--- src/rtl/cache_miss_arbiter.sv ---
// Round-robin miss arbiter sharing one memory read port between NUM_REQ caches.
// Optional per-requester grant/wait counters when ARB_PERF_CNT_EN is defined.
module cache_miss_arbiter #(
   parameter int NUM_REQ    = 4,
   parameter int ADDR_WIDTH = 16,
   parameter int DWIDTH     = 16
) (
   input  logic                          clk,
   input  logic                          reset,
   input  logic [NUM_REQ-1:0]            req_valid,
   input  logic [NUM_REQ*ADDR_WIDTH-1:0] req_addr,
   output logic [NUM_REQ-1:0]            req_ready,
   output logic [DWIDTH-1:0]             req_data,
   output logic [NUM_REQ-1:0]            req_data_valid,
   output logic                          mem_addr_valid,
   output logic [ADDR_WIDTH-1:0]         mem_addr,
   input  logic                          mem_addr_ready,
   input  logic [DWIDTH-1:0]             mem_data
`ifdef ARB_PERF_CNT_EN
   ,
   input  logic                          perf_clear,
   output logic [NUM_REQ*32-1:0]         perf_grant_cnt,
   output logic [NUM_REQ*32-1:0]         perf_wait_cnt
`endif
);

   localparam int PW = $clog2(NUM_REQ);
   localparam logic [PW-1:0] LAST_RST = PW'(NUM_REQ - 1);

   typedef enum logic [1:0] {
      S_IDLE,
      S_GRANT,
      S_RESP
   } state_t;

   state_t          state, state_d;
   logic [PW-1:0]   grant, grant_d;
   logic [PW-1:0]   last_grant, last_grant_d;
   logic [NUM_REQ-1:0] grant_oh;
   logic [ADDR_WIDTH-1:0] addr_arr [NUM_REQ];

   for (genvar i = 0; i < NUM_REQ; i++) begin : g_unpack
      assign addr_arr[i] = req_addr[i*ADDR_WIDTH +: ADDR_WIDTH];
   end

   assign grant_oh = {{(NUM_REQ-1){1'b0}}, 1'b1} << grant;

   // First valid requester after `last`, wrapping; `last` itself scanned last.
   function automatic logic [PW-1:0] sel(
      input logic [NUM_REQ-1:0] v,
      input logic [PW-1:0]      last
   );
      logic [PW-1:0] s;
      logic [PW-1:0] cand;
      s = last;
      for (int k = NUM_REQ; k >= 1; k--) begin
         cand = PW'((int'(last) + k) % NUM_REQ);
         if (v[cand]) s = cand;
      end
      return s;
   endfunction

   always_ff @(posedge clk or negedge reset) begin
      if (!reset) begin
         state      <= S_IDLE;
         grant      <= '0;
         last_grant <= LAST_RST;
      end else begin
         state      <= state_d;
         grant      <= grant_d;
         last_grant <= last_grant_d;
      end
   end

   always_comb begin
      state_d        = state;
      grant_d        = grant;
      last_grant_d   = last_grant;
      req_ready      = '0;
      req_data       = '0;
      req_data_valid = '0;
      mem_addr_valid = 1'b0;
      mem_addr       = '0;
      unique case (state)
         S_IDLE: begin
            if (|req_valid) begin
               grant_d = sel(req_valid, last_grant);
               state_d = S_GRANT;
            end
         end
         S_GRANT: begin
            mem_addr       = addr_arr[grant];
            mem_addr_valid = req_valid[grant] | mem_addr_ready;
            if (mem_addr_ready) begin
               req_ready = grant_oh;
               state_d   = S_RESP;
            end else if (!req_valid[grant]) begin
               state_d = S_IDLE;
            end
         end
         S_RESP: begin
            req_data       = mem_data;
            req_data_valid = grant_oh;
            last_grant_d   = grant;
            // Back-to-back grant: the just-served requester ranks last.
            if (|req_valid) begin
               grant_d = sel(req_valid, grant);
               state_d = S_GRANT;
            end else begin
               state_d = S_IDLE;
            end
         end
         default: state_d = S_IDLE;
      endcase
   end

`ifdef ARB_PERF_CNT_EN
   logic [31:0] grant_cnt [NUM_REQ];
   logic [31:0] wait_cnt  [NUM_REQ];

   always_ff @(posedge clk or negedge reset) begin
      if (!reset) begin
         for (int i = 0; i < NUM_REQ; i++) begin
            grant_cnt[i] <= '0;
            wait_cnt[i]  <= '0;
         end
      end else if (perf_clear) begin
         for (int i = 0; i < NUM_REQ; i++) begin
            grant_cnt[i] <= '0;
            wait_cnt[i]  <= '0;
         end
      end else begin
         for (int i = 0; i < NUM_REQ; i++) begin
            if (req_ready[i])
               grant_cnt[i] <= grant_cnt[i] + 32'd1;
            if (req_valid[i] && !req_ready[i])
               wait_cnt[i] <= wait_cnt[i] + 32'd1;
         end
      end
   end

   for (genvar i = 0; i < NUM_REQ; i++) begin : g_perf
      assign perf_grant_cnt[i*32 +: 32] = grant_cnt[i];
      assign perf_wait_cnt[i*32 +: 32]  = wait_cnt[i];
   end
`endif

endmodule

--- config.mk ---
export PLATFORM = sky130hd
export DESIGN_NAME = cache_miss_arbiter
export DESIGN_NICKNAME = d
export VERILOG_FILES = /design/src/rtl/cache_miss_arbiter.sv
export SDC_FILE = /design/constraint.sdc
export NUM_CORES = 1
export LEC_CHECK = 0
export ABC_CLOCK_PERIOD_IN_PS = 5300
export BUFFER_PORTS_ARGS = -buffer_cell sky130_fd_sc_hd__buf_4
export CAP_MARGIN = 20
export CORE_AREA = 2 2 66 56
export DETAILED_ROUTE_END_ITERATION = 10
export DIE_AREA = 0 0 68 58
export GPL_TIMING_DRIVEN = 0
export PLACE_DENSITY = 0.92
export SYNTH_ARGS = -nofsm -noshare
export SYNTH_HDL_FRONTEND = slang
export SYNTH_SLANG_ARGS = --single-unit
--- constraint.sdc ---
create_clock -name clk -period 5.3 [get_ports clk]
set_input_delay 0.265 -clock clk [delete_from_list [all_inputs] [get_ports clk]]
set_output_delay 0.265 -clock clk [all_outputs]
set_load 0.03 [all_outputs]
==> results of run 1 <==
[flip-flops by register name, summed over array words and instances (netlist names)]
name and cells:
grant 2, last_grant 2, state 2
[cell type report]
| class | count | area, um^2 |
|---|---|---|
| Sequential cell | 6 | 153 |
| Inverter | 3 | 11.3 |
| Multi-Input combinational cell | 103 | 992 |
| Tap cell | 42 | 52.6 |
| Timing Repair Buffer | 128 | 963 |
| Clock buffer | 3 | 41.3 |
| Buffer | 9 | 43.8 |
| Fill cell | 271 | 1020 |
[final timing paths]
check | end | slack, ns | cells after the start
hold / removal | state[0] | 0.28 | 2
setup / recovery | grant[0] | 2.69 | 9
min in group asynchronous | state[0] | 0.38 | 2
hold reg to reg | last_grant[0] | 0.49 | 2
max in group asynchronous | last_grant[0] | 4.71 | 2
setup reg to reg | grant[0] | 2.69 | 9
[kinds of logic after synthesis]
logic type | after synthesis | synth area share (%)
simple gates | 63 | 32.0
compound gates | 15 | 8.66
fa+ha+maj | 4 | 4.17
flops | 6 | 12.7
buf+inv | 12 | 4.59
mux | 21 | 37.9
[where the power goes]
| group | switching (mW) | leakage [nW] | internal (mW) | total, mW |
|---|---|---|---|---|
| sequential | 0.0281 | 0.0688 | 0.0731 | 0.101 |
| combinational | 0.454 | 1.04 | 0.405 | 0.859 |
| clock | 0.0191 | 0.0216 | 0.0487 | 0.0678 |
| total | 0.501 | 1.13 | 0.527 | 1.03 |
[stage by stage]
step / setup slack [ns] / instances / hold slack (ns) / util [%] / area [um^2]
final: 2.69 / 294 / 0.282 / 68.8 / 2260
after global routing: 2.50 / 294 / 0.290 / 68.8 / 2260
after CTS: 2.68 / 294 / 0.279 / 68.8 / 2260
after detailed placement: 2.69 / 290 / 0.0733 / 67.2 / 2210
after global placement: 2.81 / 290 / 0.0721 / 67.2 / 2210
after floorplan: 3.04 / 121 / -0.0306 / - / 1200
[metal layers]
metal / global-route usage [%] / share of wire (%)
met1: 27.4 / 38
met2: 42.6 / 51
met3: 3.69 / 9.6
met4: 7.71 / 1.8
met5: 0 / 0
[cells in the mapped netlist]
library cell / number
and2_1: 37
mux4_2: 18
nand2b_1: 6
clkbuf_1: 5
nand2_1: 5
and3_1: 4
dfrtp_1: 4
ha_1: 4
nor2b_1: 4
a21oi_1: 3
inv_1: 3
a31oi_1: 2
buf_2: 2
dfstp_2: 2
mux2_2: 2
o21ai_0: 2
a21boi_0: 1
a21oi_2: 1
a41o_1: 1
buf_1: 1
buf_6: 1
mux4_1: 1
nand3b_1: 1
nor2_1: 1
nor3_1: 1
nor4_1: 1
o211ai_1: 1
o221ai_1: 1
o22a_1: 1
o22ai_1: 1
o32ai_1: 1
or2_2: 1
or3_1: 1
or4_4: 1
[repair_timing]
action / 4_1_cts / 5_1_grt
setup buffers: 0 / 0
hold buffers: 1 / 0
hold endpoints to repair: 4 / 0
==> results_dict.tcl, run 1 <==
set metrics [dict create \
    period_share_pct 49.2 \
    clock-root-buffer "clkbuf_8" \
    layout_commonest_cell "buf_4" \
    core_area_um2 3280 \
    grt_max_degree 11 \
    pin_count 128 \
    critPathTopFamily "buffers and inverters" \
    initial_utilization_pct 36.6 \
    hold_violations 0 \
    powerDensity_nw_per_um2 455 \
    rsz0062_at_grt "no" \
    max_stage_delay_ns 0.40 \
    cts.sinks 6 \
    drv_cap 0 \
    antenna_cells 0 \
    critical_path_class "register to register" \
    die_x_um 68 \
    cp-end-kind "register" \
    slew_headroom_pct 60.4 \
    dp_hpwl_um 3850 \
    syn_area_um2 1200 \
    crit_arrival_ns 2.69 \
    gp_congestion 0.817 \
    synth_cell_types 34 \
    skew_ns 0.00309 \
    grt_pass1_wl_um 7000 \
    drc 0 \
    synth_top_area_cell "mux4_2" \
    final_layout_size_suffix_gt1_share_pct 62.7 \
    synthCells 121 \
    area_growth_pct 88.1 \
    path_buf_inv 4 \
    htree_levels 1 \
    worst-path-max-fanout 10 \
    finalSetupViolations 0 \
    fin_setup_tns_ns 0 \
    mostFrequentLayoutCells "buf_4, and2_1, mux4_2" \
    yosysSeqAreaShare_pct 12.7 \
    via_per_inst 5.18 \
    crit_chain "buf_6 > buf_2 > buf_2 > inv_1 > ha_1 > mux4_1 > nand3b_1 > a31oi_1 > a31oi_1" \
    min_from "mem_addr_ready" \
    cts_tree "done" \
    cts_made_buffers 3 \
    crit_path_start "grant[0]" \
    peakVddDrop_mv 0.254 \
    die_h_um 58 \
    syn_area_per_cell_um2 9.92 \
    place.port_buffers 127 \
    r2r-start "grant[0]" \
    tightest_slew_ns 0.594 \
    status "finished clean" \
    routed_wl_um 4490 \
    antenna_found_initial 0 \
    vias 1523 \
    total_power_mw 1.03 \
    firstDrtPassIters 4 \
    track_usage_pct 23.3 \
    cts_resized 0 \
    synth_top_area_share_pct 33.8 \
    hp-class "primary input to register" \
    worstSkewPairLatency_ns 0.22 \
    routedWlPerCell_um 15.3 \
    antenna_violating_nets_post_route 0 \
    min_period_ns 2.61 \
    dieArea_um2 3940 \
    slew_viol_final 0 \
    drt_iter0_markers 30 \
    cts.clk_slew.worst_paths_ns 0.04 \
    required_ns 5.38 \
    rows 19 \
    nets 345 \
    grt_pass1_vias 1524 \
    synth_fp_nets 212 \
    cts_buffer_depth 2 \
    yosysWarnings 0 \
    grt_overflow 0 \
    cp_slowest_cell "dfrtp_1" \
    p_leak_nw 1.13 \
    start_kind "register" \
    timing.fmax_mhz 384 \
    ys_top_cells_by_area "mux4_2, and2_1, dfrtp_1" \
    ys_ff_latch 6 \
]
Power figures use the tool's default switching activity.
==> inputs of run 2 (changes only) <==
- ABC_CLOCK_PERIOD_IN_PS: 5300 -> 2200
- CORE_AREA: 2 2 66 56 -> 2 2 72 60
- DIE_AREA: 0 0 68 58 -> 0 0 74 62
- PLACE_DENSITY: 0.92 -> 0.84
- clock period: 5.3 -> 2.2 ns (I/O delays scaled with it)
==> run 2 against run 1 <==
Die area increased by 16%. Largest cell class unchanged. Cell count increased by 5.4%. Clock power increased to 2.6 times the previous value. Routed wire length decreased by 5.2%. Critical endpoint unchanged.
==> results_dict.tcl, run 2 (same netlist as run 1, synthesis figures left out) <==
set metrics [dict create \
    clock-root-buffer "clkbuf_8" \
    nets 345 \
    drt_iter0_markers 44 \
    layout_commonest_cell "buf_4" \
    finalSetupViolations 0 \
    cts_buffer_depth 2 \
    firstDrtPassIters 4 \
    powerDensity_nw_per_um2 1090 \
    antenna_violating_nets_post_route 0 \
    min_period_ns 2.02 \
    slew_viol_final 0 \
    crit_chain "buf_6 > mux4_2 > or4_4 > a31oi_1 > a31oi_1" \
    period_share_pct 91.6 \
    track_usage_pct 18.9 \
    area_growth_pct 91.8 \
    grt_pass1_wl_um 6700 \
    tightest_slew_ns 0.545 \
    via_per_inst 4.72 \
    critPathMostFrequentCell "a31oi_1" \
    slew_headroom_pct 63.7 \
    dp_hpwl_um 3610 \
    final_area_um2 2300 \
    fillers 345 \
    crit_arrival_ns 2.10 \
    max_stage_delay_ns 0.56 \
    drv_cap 0 \
    routedWlPerCell_um 13.7 \
    antenna_found_initial 0 \
    peakVddDrop_mv 0.542 \
    hold_ws_ns 0.129 \
    die_h_um 62 \
    p_leak_nw 1.14 \
    hp-class "primary input to register" \
    cp_slowest_cell "or4_4" \
    dpl-instance-area_um2 2230 \
    drc 0 \
    core_area_um2 3970 \
    grt_overflow 0 \
    die_x_um 74 \
    critPathTopFamily "simple AND/OR/NAND/NOR gates" \
    place.port_buffers 127 \
    cts.clk_slew.worst_paths_ns 0.04 \
    mostFrequentLayoutCells "buf_4, and2_1, mux4_2" \
    status "finished clean" \
    utilization_pct 58.0 \
    timing.fmax_mhz 496 \
    grt_max_degree 20 \
    cp-end-kind "register" \
    hold_violations 0 \
    cts.sinks 6 \
    vias 1463 \
    initial_utilization_pct 30.2 \
    cts_tree "done" \
    rows 21 \
    htree_levels 1 \
    gp_congestion 0.815 \
    worst-path-max-fanout 6 \
    top_regs "grant x2, last_grant x2, state x2" \
    skew_ns 0.00476 \
    critical_path_class "register to register" \
    grt_pass1_vias 1446 \
    rsz0062_at_grt "no" \
    pin_count 128 \
    final_layout_size_suffix_gt1_share_pct 62.8 \
    dieArea_um2 4590 \
    worstSkewPairLatency_ns 0.23 \
    path_buf_inv 1 \
    required_ns 2.29 \
    routed_wl_um 4260 \
    start_kind "register" \
    antenna_cells 0 \
    total_power_mw 2.52 \
    cts_made_buffers 3 \
]
## run 2: report_power, final
part / switching (mW) / internal (mW) / leakage (nW)
clock network: 0.0500 / 0.125 / 0.0228
logic: 1.09 / 1.02 / 1.05
registers: 0.0613 / 0.176 / 0.0688
total: 1.20 / 1.32 / 1.14
## run 2: through the flow
| step | instances | setup slack [ns] | TNS [ns] |
|---|---|---|---|
| CTS | 309 | 0.0766 | 0 |
| global route | 310 | 0.0414 | 0 |
| finish | 310 | 0.184 | 0 |
| floorplan | 121 | 0.0252 | 0 |
| detailed placement | 305 | -0.248 | -0.248 |
| global placement | 305 | -0.207 | -0.207 |
## run 2: final cells by class
class,instances,area [um^2],area share [%]
plain buffers,8,57.6,2.50
clock buffers,4,45.0,1.96
inverters,3,11.3,0.489
multi-input cells,103,992,43.1
flip-flops and latches,6,153,6.63
well taps,57,71.3,3.10
repair buffers,129,971,42.2
## run 2: metal layers
layer  vias to the layer above  global-route usage (%)  wire, um
met1                       681                    23.9      1720
met3                         2                    1.29       361
met4                         0                    5.45        24
li1                        713                       -         -
met2                        67                    35.3      2140
met5                         -                       0         0
## run 2: worst paths after layout
path	start	to	slack, ns	cells past startpoint
max reg2reg	grant[0]	grant[0]	0.18	5
min	mem_addr_ready	state[0]	0.13	2
max in group asynchronous	reset	last_grant[0]	1.76	2
max	grant[0]	grant[0]	0.18	5
min reg2reg	last_grant[0]	last_grant[0]	0.49	2
min in group asynchronous	reset	state[1]	0.24	2
## run 2: what timing repair did
| action | CTS | global route |
|---|---|---|
| resized for setup | 3 | 4 |
| hold buffers | 1 | 0 |
| hold endpoints to repair | 6 | 0 |
| buffers inserted | 0 | 1 |
| endpoints found under the setup margin | 8 | 1 |
